[config.mk]
export PLATFORM = sky130hd
export DESIGN_NAME = safe_clock_monitor_mc_flat
export DESIGN_NICKNAME = d
export VERILOG_FILES = /design/src/rtl/safe_clock_monitor_mc_pkg.sv /design/src/rtl/safe_clock_monitor_mc_if.sv /design/src/rtl/safe_clock_monitor_mc_ch.sv /design/src/rtl/safe_clock_monitor_mc.sv /design/src/flat_wrapper.sv
export SDC_FILE = /design/constraint.sdc
export NUM_CORES = 1
export LEC_CHECK = 0
export ABC_AREA = 1
export CAP_MARGIN = 20
export CELL_PAD_IN_SITES_DETAIL_PLACEMENT = 0
export CELL_PAD_IN_SITES_GLOBAL_PLACEMENT = 1
export CORE_ASPECT_RATIO = 1.2
export CORE_UTILIZATION = 30
export CTS_CLUSTER_DIAMETER = 30
export DETAILED_ROUTE_END_ITERATION = 8
export DONT_BUFFER_PORTS = 1
export GPL_TIMING_DRIVEN = 0
export PLACE_DENSITY = 0.67
export SYNTH_ARGS = -nofsm -noshare
export SYNTH_HDL_FRONTEND = slang
export SYNTH_SLANG_ARGS = --single-unit
[constraint.sdc]
create_clock -name clk_main_i -period 10.7 [get_ports clk_main_i]
set_clock_uncertainty 0.05 [all_clocks]
set_input_delay 1.605 -clock clk_main_i [delete_from_list [all_inputs] [get_ports clk_main_i]]
set_output_delay 1.605 -clock clk_main_i [all_outputs]
set_load 0.01 [all_outputs]
[src/rtl/safe_clock_monitor_mc_pkg.sv]
// Shared types and error-code packing for the multi-channel clock monitor.
// Pure declarations: no latency, no flow control.
package safe_clkmon_pkg;

    typedef enum logic [1:0] {
        DIS    = 2'b00,
        SETTLE = 2'b01,
        MON    = 2'b10,
        FAULT  = 2'b11
    } chan_state_e;

    typedef enum logic [3:0] {
        NONE  = 4'd0,
        LOW   = 4'd1,
        HIGH  = 4'd2,
        STUCK = 4'd3
    } fault_kind_e;

    localparam logic [15:0] ERR_BASE = 16'hC002;

    function automatic logic [31:0] pack_err_code(input fault_kind_e kind, input logic [7:0] ch);
        return {ERR_BASE, 4'h0, kind, ch};
    endfunction

endpackage

[src/rtl/safe_clock_monitor_mc_if.sv]
// Bundle of per-channel controls and status for the clock monitor.
// master drives configuration/monitored clocks, slave is the monitor; no handshake.
interface safe_clock_monitor_mc_if #(
    parameter int NUM_CH = 4,
    parameter int CNT_W  = 16
);
    logic [NUM_CH-1:0]       mon_clk_i;
    logic [NUM_CH-1:0]       ch_en_i;
    logic [NUM_CH*CNT_W-1:0] cnt_lo_i;
    logic [NUM_CH*CNT_W-1:0] cnt_hi_i;
    logic [NUM_CH-1:0]       fault_clr_i;
    logic                    scan_en_i;
    logic [NUM_CH*2-1:0]     ch_state_o;
    logic [NUM_CH*CNT_W-1:0] edge_cnt_o;
    logic [NUM_CH-1:0]       fault_o;
    logic                    fault_any_o;
    logic                    err_valid_o;
    logic [31:0]             err_code_o;

    modport master (
        output mon_clk_i, ch_en_i, cnt_lo_i, cnt_hi_i, fault_clr_i, scan_en_i,
        input  ch_state_o, edge_cnt_o, fault_o, fault_any_o, err_valid_o, err_code_o
    );

    modport slave (
        input  mon_clk_i, ch_en_i, cnt_lo_i, cnt_hi_i, fault_clr_i, scan_en_i,
        output ch_state_o, edge_cnt_o, fault_o, fault_any_o, err_valid_o, err_code_o
    );
endinterface

[src/rtl/safe_clock_monitor_mc_ch.sv]
// One monitored clock: 2-flop sync, edge/stuck/debounce counters and channel FSM.
// Edge seen 3 cycles after the input rises; fault registered 1 cycle after its event; frz holds all state.
module safe_clkmon_ch
    import safe_clkmon_pkg::*;
#(
    parameter int CNT_W          = 16,
    parameter int STUCK_CYCLES   = 64,
    parameter int SETTLE_WINDOWS = 2,
    parameter int FAULT_DEBOUNCE = 2
) (
    input  logic             clk_main_i,
    input  logic             rst_main_i,
    input  logic             frz,
    input  logic             win_end,
    input  logic             mon_clk,
    input  logic             ch_en,
    input  logic             fault_clr,
    input  logic [CNT_W-1:0] cnt_lo,
    input  logic [CNT_W-1:0] cnt_hi,
    output logic [1:0]       ch_state,
    output logic [CNT_W-1:0] edge_cnt,
    output logic             fault,
    output logic             fault_enter,
    output fault_kind_e      fault_kind
);
    localparam logic [1:0] ST_DIS    = DIS;
    localparam logic [1:0] ST_SETTLE = SETTLE;
    localparam logic [1:0] ST_MON    = MON;
    localparam logic [1:0] ST_FAULT  = FAULT;

    localparam int STK_W = $clog2(STUCK_CYCLES + 1);
    localparam int SET_W = $clog2(SETTLE_WINDOWS + 1);
    localparam int DEB_W = $clog2(FAULT_DEBOUNCE + 1);
    localparam logic [CNT_W-1:0] CNT_MAX = '1;
    localparam logic [STK_W-1:0] STK_MAX = STK_W'(STUCK_CYCLES);

    logic [2:0]       sync_q;
    logic [CNT_W-1:0] cnt_q;
    logic [CNT_W-1:0] cnt_inc;
    logic [STK_W-1:0] stk_q;
    logic [SET_W-1:0] setl_q, setl_d;
    logic [DEB_W-1:0] deb_q, deb_d;
    logic [1:0]       state_q, state_d;
    logic             edge_det, stuck, bad_lo, bad_hi;

    // sync_q[1] is the synchronised level, sync_q[2] its previous sample
    assign edge_det = sync_q[1] & ~sync_q[2];
    assign cnt_inc  = (cnt_q == CNT_MAX) ? cnt_q : cnt_q + CNT_W'(edge_det);
    assign bad_lo   = (cnt_inc < cnt_lo);
    assign bad_hi   = !bad_lo && (cnt_inc > cnt_hi);
    assign stuck    = (stk_q == STK_MAX);

    always_comb begin
        state_d     = state_q;
        setl_d      = setl_q;
        deb_d       = deb_q;
        fault_enter = 1'b0;
        fault_kind  = NONE;
        case (state_q)
            ST_DIS: begin
                setl_d = '0;
                deb_d  = '0;
                if (ch_en) state_d = ST_SETTLE;
            end
            ST_SETTLE: begin
                if (!ch_en) begin
                    state_d = ST_DIS;
                end else if (win_end) begin
                    if (setl_q == SET_W'(SETTLE_WINDOWS - 1)) begin
                        state_d = ST_MON;
                        deb_d   = '0;
                    end else begin
                        setl_d = setl_q + 1'b1;
                    end
                end
            end
            ST_MON: begin
                // disable beats a fault; stuck beats a bad window for the reported kind
                if (!ch_en) begin
                    state_d = ST_DIS;
                end else if (stuck) begin
                    state_d     = ST_FAULT;
                    fault_enter = 1'b1;
                    fault_kind  = STUCK;
                end else if (win_end) begin
                    if (bad_lo || bad_hi) begin
                        if (deb_q == DEB_W'(FAULT_DEBOUNCE - 1)) begin
                            state_d     = ST_FAULT;
                            fault_enter = 1'b1;
                            fault_kind  = bad_lo ? LOW : HIGH;
                        end else begin
                            deb_d = deb_q + 1'b1;
                        end
                    end else begin
                        deb_d = '0;
                    end
                end
            end
            default: begin
                if (fault_clr) begin
                    state_d = ch_en ? ST_SETTLE : ST_DIS;
                    setl_d  = '0;
                    deb_d   = '0;
                end
            end
        endcase
    end

    always_ff @(posedge clk_main_i) begin
        if (rst_main_i) begin
            sync_q   <= '0;
            cnt_q    <= '0;
            stk_q    <= '0;
            setl_q   <= '0;
            deb_q    <= '0;
            state_q  <= ST_DIS;
            edge_cnt <= '0;
            fault    <= 1'b0;
        end else if (!frz) begin
            sync_q  <= {sync_q[1:0], mon_clk};
            state_q <= state_d;
            setl_q  <= setl_d;
            deb_q   <= deb_d;
            fault   <= (state_d == ST_FAULT);
            if (state_q == ST_DIS) begin
                cnt_q <= '0;
                stk_q <= '0;
            end else begin
                cnt_q <= win_end ? '0 : cnt_inc;
                if (win_end) edge_cnt <= cnt_inc;
                if (edge_det)      stk_q <= '0;
                else if (!stuck)   stk_q <= stk_q + 1'b1;
            end
        end
    end

    assign ch_state = state_q;

endmodule

[src/rtl/safe_clock_monitor_mc.sv]
// Multi-channel clock-health monitor: shared window timer, per-channel checkers, error reporting.
// err_valid_o/err_code_o register in the same cycle fault_o rises; scan_en_i freezes everything.
module safe_clock_monitor_mc
    import safe_clkmon_pkg::*;
#(
    parameter int NUM_CH         = 4,
    parameter int CNT_W          = 16,
    parameter int WIN_CYCLES     = 1024,
    parameter int STUCK_CYCLES   = 64,
    parameter int SETTLE_WINDOWS = 2,
    parameter int FAULT_DEBOUNCE = 2
) (
    input  logic                   clk_main_i,
    input  logic                   rst_main_i,
    safe_clock_monitor_mc_if.slave bus
);
    localparam int WIN_W = $clog2(WIN_CYCLES);

    logic [WIN_W-1:0]        win_q;
    logic                    win_end;
    logic [NUM_CH*2-1:0]     state_w;
    logic [NUM_CH*CNT_W-1:0] edge_w;
    logic [NUM_CH-1:0]       fault_w;
    logic [NUM_CH-1:0]       enter_w;
    fault_kind_e             kind_w [NUM_CH];
    logic                    rpt_vld;
    logic [7:0]              rpt_ch;
    fault_kind_e             rpt_kind;
    logic                    err_vld_q;
    logic [31:0]             err_code_q;

    assign win_end = (win_q == WIN_W'(WIN_CYCLES - 1));

    always_ff @(posedge clk_main_i) begin
        if (rst_main_i)    win_q <= '0;
        else if (!bus.scan_en_i) win_q <= win_end ? '0 : win_q + 1'b1;
    end

    for (genvar i = 0; i < NUM_CH; i++) begin : g_ch
        safe_clkmon_ch #(
            .CNT_W          (CNT_W),
            .STUCK_CYCLES   (STUCK_CYCLES),
            .SETTLE_WINDOWS (SETTLE_WINDOWS),
            .FAULT_DEBOUNCE (FAULT_DEBOUNCE)
        ) u_ch (
            .clk_main_i  (clk_main_i),
            .rst_main_i  (rst_main_i),
            .frz         (bus.scan_en_i),
            .win_end     (win_end),
            .mon_clk     (bus.mon_clk_i[i]),
            .ch_en       (bus.ch_en_i[i]),
            .fault_clr   (bus.fault_clr_i[i]),
            .cnt_lo      (bus.cnt_lo_i[i*CNT_W +: CNT_W]),
            .cnt_hi      (bus.cnt_hi_i[i*CNT_W +: CNT_W]),
            .ch_state    (state_w[i*2 +: 2]),
            .edge_cnt    (edge_w[i*CNT_W +: CNT_W]),
            .fault       (fault_w[i]),
            .fault_enter (enter_w[i]),
            .fault_kind  (kind_w[i])
        );
    end

    // lowest index wins; other simultaneous faults only raise their fault_o bit
    always_comb begin
        rpt_vld  = 1'b0;
        rpt_ch   = '0;
        rpt_kind = NONE;
        for (int i = NUM_CH - 1; i >= 0; i--) begin
            if (enter_w[i]) begin
                rpt_vld  = 1'b1;
                rpt_ch   = 8'(i);
                rpt_kind = kind_w[i];
            end
        end
    end

    always_ff @(posedge clk_main_i) begin
        if (rst_main_i) begin
            err_vld_q  <= 1'b0;
            err_code_q <= '0;
        end else if (!bus.scan_en_i) begin
            err_vld_q <= rpt_vld;
            if (rpt_vld) err_code_q <= pack_err_code(rpt_kind, rpt_ch);
        end
    end

    assign bus.ch_state_o  = state_w;
    assign bus.edge_cnt_o  = edge_w;
    assign bus.fault_o     = fault_w;
    assign bus.fault_any_o = |fault_w;
    assign bus.err_valid_o = err_vld_q;
    assign bus.err_code_o  = err_code_q;

endmodule

[src/flat_wrapper.sv]
// flat-port wrapper written by rule: the top's interface ports become plain ports
module safe_clock_monitor_mc_flat import safe_clkmon_pkg::*;
#(
    parameter int NUM_CH         = 4,
    parameter int CNT_W          = 16,
    parameter int WIN_CYCLES     = 1024,
    parameter int STUCK_CYCLES   = 64,
    parameter int SETTLE_WINDOWS = 2,
    parameter int FAULT_DEBOUNCE = 2
)
  (clk_main_i, rst_main_i, bus_mon_clk_i, bus_ch_en_i, bus_cnt_lo_i, bus_cnt_hi_i, bus_fault_clr_i, bus_scan_en_i, bus_ch_state_o, bus_edge_cnt_o, bus_fault_o, bus_fault_any_o, bus_err_valid_o, bus_err_code_o);
  safe_clock_monitor_mc_if #(.NUM_CH(NUM_CH), .CNT_W(CNT_W)) bus_i ();
  input  logic clk_main_i;
  input  logic rst_main_i;
  input wire logic [$bits(bus_i.mon_clk_i)-1:0] bus_mon_clk_i;
  input wire logic [$bits(bus_i.ch_en_i)-1:0] bus_ch_en_i;
  input wire logic [$bits(bus_i.cnt_lo_i)-1:0] bus_cnt_lo_i;
  input wire logic [$bits(bus_i.cnt_hi_i)-1:0] bus_cnt_hi_i;
  input wire logic [$bits(bus_i.fault_clr_i)-1:0] bus_fault_clr_i;
  input wire logic [$bits(bus_i.scan_en_i)-1:0] bus_scan_en_i;
  output wire logic [$bits(bus_i.ch_state_o)-1:0] bus_ch_state_o;
  output wire logic [$bits(bus_i.edge_cnt_o)-1:0] bus_edge_cnt_o;
  output wire logic [$bits(bus_i.fault_o)-1:0] bus_fault_o;
  output wire logic [$bits(bus_i.fault_any_o)-1:0] bus_fault_any_o;
  output wire logic [$bits(bus_i.err_valid_o)-1:0] bus_err_valid_o;
  output wire logic [$bits(bus_i.err_code_o)-1:0] bus_err_code_o;
  assign bus_i.mon_clk_i = bus_mon_clk_i;
  assign bus_i.ch_en_i = bus_ch_en_i;
  assign bus_i.cnt_lo_i = bus_cnt_lo_i;
  assign bus_i.cnt_hi_i = bus_cnt_hi_i;
  assign bus_i.fault_clr_i = bus_fault_clr_i;
  assign bus_i.scan_en_i = bus_scan_en_i;
  assign bus_ch_state_o = bus_i.ch_state_o;
  assign bus_edge_cnt_o = bus_i.edge_cnt_o;
  assign bus_fault_o = bus_i.fault_o;
  assign bus_fault_any_o = bus_i.fault_any_o;
  assign bus_err_valid_o = bus_i.err_valid_o;
  assign bus_err_code_o = bus_i.err_code_o;
  safe_clock_monitor_mc #(.NUM_CH(NUM_CH), .CNT_W(CNT_W), .WIN_CYCLES(WIN_CYCLES), .STUCK_CYCLES(STUCK_CYCLES), .SETTLE_WINDOWS(SETTLE_WINDOWS), .FAULT_DEBOUNCE(FAULT_DEBOUNCE)) u_core (.clk_main_i(clk_main_i), .rst_main_i(rst_main_i), .bus(bus_i));
endmodule
* Word level (Yosys, flattened, before mapping)
Cells that the tools add are included.
** Storage, ports and cells
- ROM bits :: 0
- Latch bits :: 0
- Bits in writable memories :: 0
- Memories :: 0
- Bits in registers :: 220
** Cells by class
- Reduce and logical (&&, ||, !) cells :: 42
- Magnitude comparators :: 8
- $mul :: 0
- Shift operators :: 0
- Equal/unequal tests :: 65
- Mux-type cells :: 193
- Div/mod/pow operators :: 0
- Bitwise gates (word level) :: 17
- Add/subtract/negate cells :: 17
** Operator list (number)
- two-way mux 2 bit :: 124
- two-way mux 16 bit :: 12
- two-way mux 7 bit :: 12
- one-hot mux 2 bit (3 select lines) :: 12
- adder 16 x 1 -> 16 bit :: 4
- equality test 16 bit, second input constant :: 4
- greater-than comparator 16 bit :: 4
- < comparator 16 bit :: 4
- != test 2 bit, second input constant :: 22
- AND reduction 9 bit :: 4
- two-way mux 1 bit :: 32
- adder 7 x 1 -> 7 bit, second input constant :: 4
- equality test 7 bit, second input constant :: 4
- equality test 2 x 1 -> 1 bit, second input constant :: 12
- AND reduction 6 bit :: 4
- adder 2 x 1 -> 2 bit, second input constant :: 8
- equality test 2 bit, second input constant :: 8
- nonzero test 4 bit :: 4
- inverter 1 bit :: 13
- != test 2 x 1 -> 1 bit, second input constant :: 6
- != test 3 x 2 -> 1 bit, second input constant :: 4
- != test 3 bit, second input constant :: 4
- AND reduction 3 bit :: 4
- nonzero test 3 bit :: 4
- other kinds (10) :: 29

* Longest topological paths before layout
- Word-level depth :: 18
- Mapped depth :: 29
- Depth with buffers taken out :: 29

* Cells and area by module
Synthesis repeated with hierarchy kept, for this count alone.
** Unflattened totals
- Cells, all modules :: 2204
- Area, all modules :: 14868.0 um^2
** By module, submodules not included
- safe_clkmon_ch (u_core.g_ch[0].u_ch) :: cells an instance 508, area each 3419.5 um^2, times used 1, sequential area each 980.9 um^2
- safe_clkmon_ch (u_core.g_ch[2].u_ch) :: cells an instance 508, area each 3414.5 um^2, times used 1, sequential area each 980.9 um^2
- safe_clkmon_ch (u_core.g_ch[1].u_ch) :: cells an instance 505, area each 3412.0 um^2, times used 1, sequential area each 980.9 um^2
- safe_clkmon_ch (u_core.g_ch[3].u_ch) :: cells an instance 502, area each 3404.5 um^2, times used 1, sequential area each 980.9 um^2
- safe_clock_monitor_mc :: cells an instance 181, area each 1217.4 um^2, times used 1, sequential area each 360.3 um^2

* Worst setup path after synthesis
Ideal clock, no wire load.
- Kind :: register to register
- From :: register u_core.g_ch[2].u_ch.sync_q[1]
- To :: register u_core.err_code_q[9] (netlist: u_core.bus.err_code_o[9])
- Path slack :: 7063 ps
- Data arrival time :: 3474 ps
- Clock period less this slack :: 3637 ps
- Library setup time :: 112 ps
- Stages on the path, launching flop included :: 25
- Path through :: dfxtp_1 inv_1 nor2_1 ha_1 nand4_1 nor3_2 nand3_1 nor2_1 nand4_1 xor2_1 inv_1 ha_1 a21o_1 a2111oi_1 nand2_2 nand2_4 nand2_4 nand2_4 nand2_4 nand2_4 nand2_4 nand2_4 nand2_1 nor2_1 nor2_2
** On the way
- Word-level cells in the longest chain between the ends :: 16
- Elaborated cells between the ends (all ways) :: 27
** Ends and longest elaborated chain
- start, declared :: line safe_clock_monitor_mc_ch.sv:37 : logic [2:0] sync_q;
- start signal, assigned :: line safe_clock_monitor_mc_ch.sv:120 : sync_q <= {sync_q[1:0], mon_clk};
- AND 1 bit (*) :: line safe_clock_monitor_mc_ch.sv:47 : assign edge_det = sync_q[1] & ~sync_q[2];
- adder 16 x 1 -> 16 bit (*) :: line safe_clock_monitor_mc_ch.sv:48 : assign cnt_inc = (cnt_q == CNT_MAX) ? cnt_q : cnt_q + CNT_W'(edge_det);
- two-way mux 16 bit (*) :: line safe_clock_monitor_mc_ch.sv:48
- via u_core.g_ch[2].u_ch.cnt_inc[13] :: line safe_clock_monitor_mc_ch.sv:39 : logic [CNT_W-1:0] cnt_inc;
- < comparator 16 bit :: line safe_clock_monitor_mc_ch.sv:49 : assign bad_lo = (cnt_inc < cnt_lo);
- zero test 1 bit :: line safe_clock_monitor_mc_ch.sv:50 : assign bad_hi = !bad_lo && (cnt_inc > cnt_hi);
- logical AND 1 bit :: line safe_clock_monitor_mc_ch.sv:50
- logical OR 1 bit :: line safe_clock_monitor_mc_ch.sv:86 : if (bad_lo || bad_hi) begin
- two-way mux 1 bit :: line safe_clock_monitor_mc_ch.sv:86
- two-way mux 1 bit :: line safe_clock_monitor_mc_ch.sv:85 : end else if (win_end) begin
- two-way mux 1 bit :: line safe_clock_monitor_mc_ch.sv:81 : end else if (stuck) begin
- two-way mux 1 bit :: line safe_clock_monitor_mc_ch.sv:79 : if (!ch_en) begin
- two-way mux 1 bit :: line safe_clock_monitor_mc_ch.sv:59 : case (state_q)
- two-way mux 1 bit (3 in a row) :: line safe_clock_monitor_mc.sv:69 : if (enter_w[i]) begin
- AND reduction 2 bit (no line)
- end signal, assigned :: line safe_clock_monitor_mc.sv:83 : if (rpt_vld) err_code_q <= pack_err_code(rpt_kind, rpt_ch);
- end, declared :: line safe_clock_monitor_mc.sv:30 : logic [31:0] err_code_q;
The timed path passes the listed nets; every way through them passes the cells marked *.
A chain may end at the register's enable or synchronous reset.

* Final worst setup path
Ends and elaborated chain as after synthesis.

==> flow_summary.json <==
{
  "dieWidth_um": 202.5,
  "synth_area_sq_mm": 0.01447,
  "synth-seq-cells": 212,
  "syn_avg_cell_area_sq_um": 6.883,
  "path_buf_inv": 1,
  "clk_path_buf_depth": 3,
  "crit_arrival_ps": 5280,
  "hold_violations": 0,
  "vias_per_cell": 4.786,
  "yosysWarnings": 0,
  "most-common-layout-cells": "397 x nand2_1, 336 x inv_1, 229 x a21oi_1, 212 x dfxtp_1, 197 x nor2_1",
  "port_buffers": 0,
  "design_area_sq_mm": 0.01776,
  "status": "finished clean",
  "place_congestion": 0.8619,
  "routedWlPerCell_um": 16.44,
  "grt_max_degree": 11,
  "slowest_stage": "a2111oi_1",
  "die-height_um": 242.6,
  "required_ps": 11090,
  "grt_pass1_wl_um": 73020,
  "syn_inst": 2102,
  "ys_seq_area_share_pct": 29.33,
  "dieArea_sq_mm": 0.04911,
  "ys.flop_type": "dfxtp_1",
  "antenna_found_initial": 5,
  "fmax_mhz": 204.8,
  "finalCritPeriodShare_pct": 45.64,
  "rsz0062_at_grt": "no",
  "rows": 87,
  "track_usage_pct": 18.99,
  "dpl.hpwl_um": 36680,
  "globalRoute.totalOverflow": 0,
  "dr.first_iter.drc_count": 682,
  "hold_path.class": "flop to flop",
  "max_slew_margin_pct": 29.88,
  "routed_wl_um": 47250,
  "crit_type": "flop to flop",
  "placed_area_sq_mm": 0.01534,
  "ys_types": 55,
  "nets": 2503,
  "core_area_sq_mm": 0.04724,
  "maxCapViolCount": 0,
  "cp_cell_sequence": "inv_1, nor2_1, ha_1, nand4_1, nor3_2, nand3_1, nor2_1, nand2_1, xor2_1, ha_1, a21oi_1, a31oi_1, a2111oi_1, nand2_2, nand2_4, nand2_4, nand2_4, nand2_4, nand2_4, nand2_4, nand2_4, nand2_1, nor2_1, nor2_2",
  "start_util_pct": 30.63,
  "worstSkewPairLatency_ps": 570,
  "critPathCaptureType": "flop",
  "nFillCells": 5084,
  "clock_sinks": 212,
  "ctsHoldBuffers": 0,
  "cts_tree": "built",
  "setup_viol": 0,
  "tns_ps": 0,
  "cts_root_buf": "clkbuf_16",
  "cts_max_level": 3,
  "irDropWorstVdd_v": 0.0001050,
  "grt_pass1_vias": 13580,
  "dr.pass1.iters": 5,
  "num_io_pins": 253,
  "vias": 13760,
  "layout_commonest_cell": "nand2_1",
  "cts_resized": 0,
  "drv_slew": 0,
  "final_layout_size_suffix_gt1_share_pct": 10.76,
  "powerDensity_mw_per_mm2": 172.6,
  "fin_crit_ps": 4883,
  "drcViolationCount": 0,
  "max_stage_delay_ps": 760,
  "cp-start-kind": "flop",
  "cts_setup_buffers": 0,
  "synth-async-reset-ratio_pct": 0,
  "crit_fanout": 5,
  "synth-edff-count": 0,
  "area_delta_synth_final_pct": 22.75,
  "cts.reportedPaths.clkPinSlew_ps": 50,
  "cp_top_family": "simple AND/OR/NAND/NOR gates",
  "tightest_slew_ps": 1052,
  "p_leak_nw": 8.408,
  "postRouteAntennaNets": 0,
  "cts_made_buffers": 67,
  "cpMostUsedCell": "nand2_4"
}
==> logic make-up (layout without fill, tap and decap cells) <==
group | Yosys count | after routing | synth area share (%)
AND/OR/NAND/NOR | 794 | 794 | 24.35
buffers and inverters | 443 | 566 | 12.36
AO/OA/AOI/OAI | 436 | 436 | 16.47
flip-flops | 212 | 212 | 29.33
adder cells (fa/ha/maj) | 165 | 165 | 14.27
other | 1 | 27 | 0.02592
XOR/XNOR | 51 | 51 | 3.191
==> final timing paths <==
path / from / end / slack, ps / depth (start not counted)
worst max-delay path: u_core.g_ch[2].u_ch.sync_q[1]$_SDFFE_PP0N_ / u_core.bus.err_code_o[9]$_SDFFE_PP0P_ / 5820 / 24
worst min-delay path: u_core.g_ch[1].u_ch.deb_q[1]$_SDFFE_PP0P_ / u_core.g_ch[1].u_ch.deb_q[1]$_SDFFE_PP0P_ / 410 / 2
worst max register to register: u_core.g_ch[2].u_ch.sync_q[1]$_SDFFE_PP0N_ / u_core.bus.err_code_o[9]$_SDFFE_PP0P_ / 5820 / 24
worst min register to register: u_core.g_ch[1].u_ch.deb_q[1]$_SDFFE_PP0P_ / u_core.g_ch[1].u_ch.deb_q[1]$_SDFFE_PP0P_ / 410 / 2
==> worst min-delay path: cells and delay by family, from the launching register on <==
family,cells,cell delay (ps)
flip-flops,1,290
buffers and inverters,1,60
AO/OA/AOI/OAI,1,60
==> report_power, final <==
part           switching (mW)  leakage [nW]  internal (mW)  total (mW)
combinational           0.114          5.49         0.0524       0.166
sequential            0.00835          1.71          0.803       0.812
clock                   0.575          1.21           1.51        2.09
total                   0.697          8.41           2.37        3.07
==> synth_stat cells, types with 32 or more instances <==
cell type | number | area [sq um]
a21oi_1 | 229 | 1146
buf_4 | 32 | 240.2
clkbuf_1 | 48 | 180.2
dfxtp_1 | 212 | 4244
ha_1 | 165 | 2064
inv_1 | 336 | 1261
nand2_1 | 397 | 1490
nand3_1 | 42 | 210.2
nand4_1 | 42 | 262.8
nor2_1 | 197 | 739.5
nor3_1 | 38 | 190.2
o21ai_0 | 128 | 640.6
==> flip-flops by register name (all words and copies together), names as in the netlist <==
name                       cells
u_core.g_ch.u_ch.sync_q       12
u_core.g_ch.u_ch.ch_state      8
u_core.g_ch.u_ch.edge_cnt     64
u_core.g_ch.u_ch.stk_q        28
u_core.win_q                  10
u_core.bus.err_code_o          5
u_core.bus.err_valid_o         1
u_core.g_ch.u_ch.deb_q         8
u_core.g_ch.u_ch.fault         4
u_core.g_ch.u_ch.setl_q        8
u_core.g_ch.u_ch.cnt_q        64
==> per-stage QoR <==
step                setup WS [ps]  util, %  hold slack, ps  total power, mW  std cells
floorplan                    7063        -           382.7           0.9417       2126
detailed placement           5715    32.47           406.6           0.9917       2749
global placement             5688    32.47           396.8           0.9882       2749
CTS                          5689    37.58           411.8            3.096       2872
finish                       5817    37.59           408.0            3.066       2874
global route                 5363    37.59           440.7            3.176       2874
==> cell type report <==
cell class / count / area (sq um) / area share [%]
flip-flops and latches: 212 / 4244 / 23.90
clock inverters: 37 / 508.0 / 2.860
clock buffers: 86 / 1909 / 10.75
well taps: 623 / 779.5 / 4.389
inverters: 358 / 1344 / 7.566
plain buffers: 85 / 444.2 / 2.501
diodes: 2 / 5.005 / 0.02818
multi-input cells: 1471 / 8527 / 48.01
==> per-layer routing <==
layer	vias up	wire length, um	share of wire [%]	GRT usage, %
met5	-	26	0.055	0
met4	4	1521	3.2	8.204
met3	94	2951	6.2	4.699
met2	394	22970	49	33.21
met1	6249	19790	42	21.71
li1	7015	-	-	-
No activity file was read; power rests on OpenSTA's default activity.
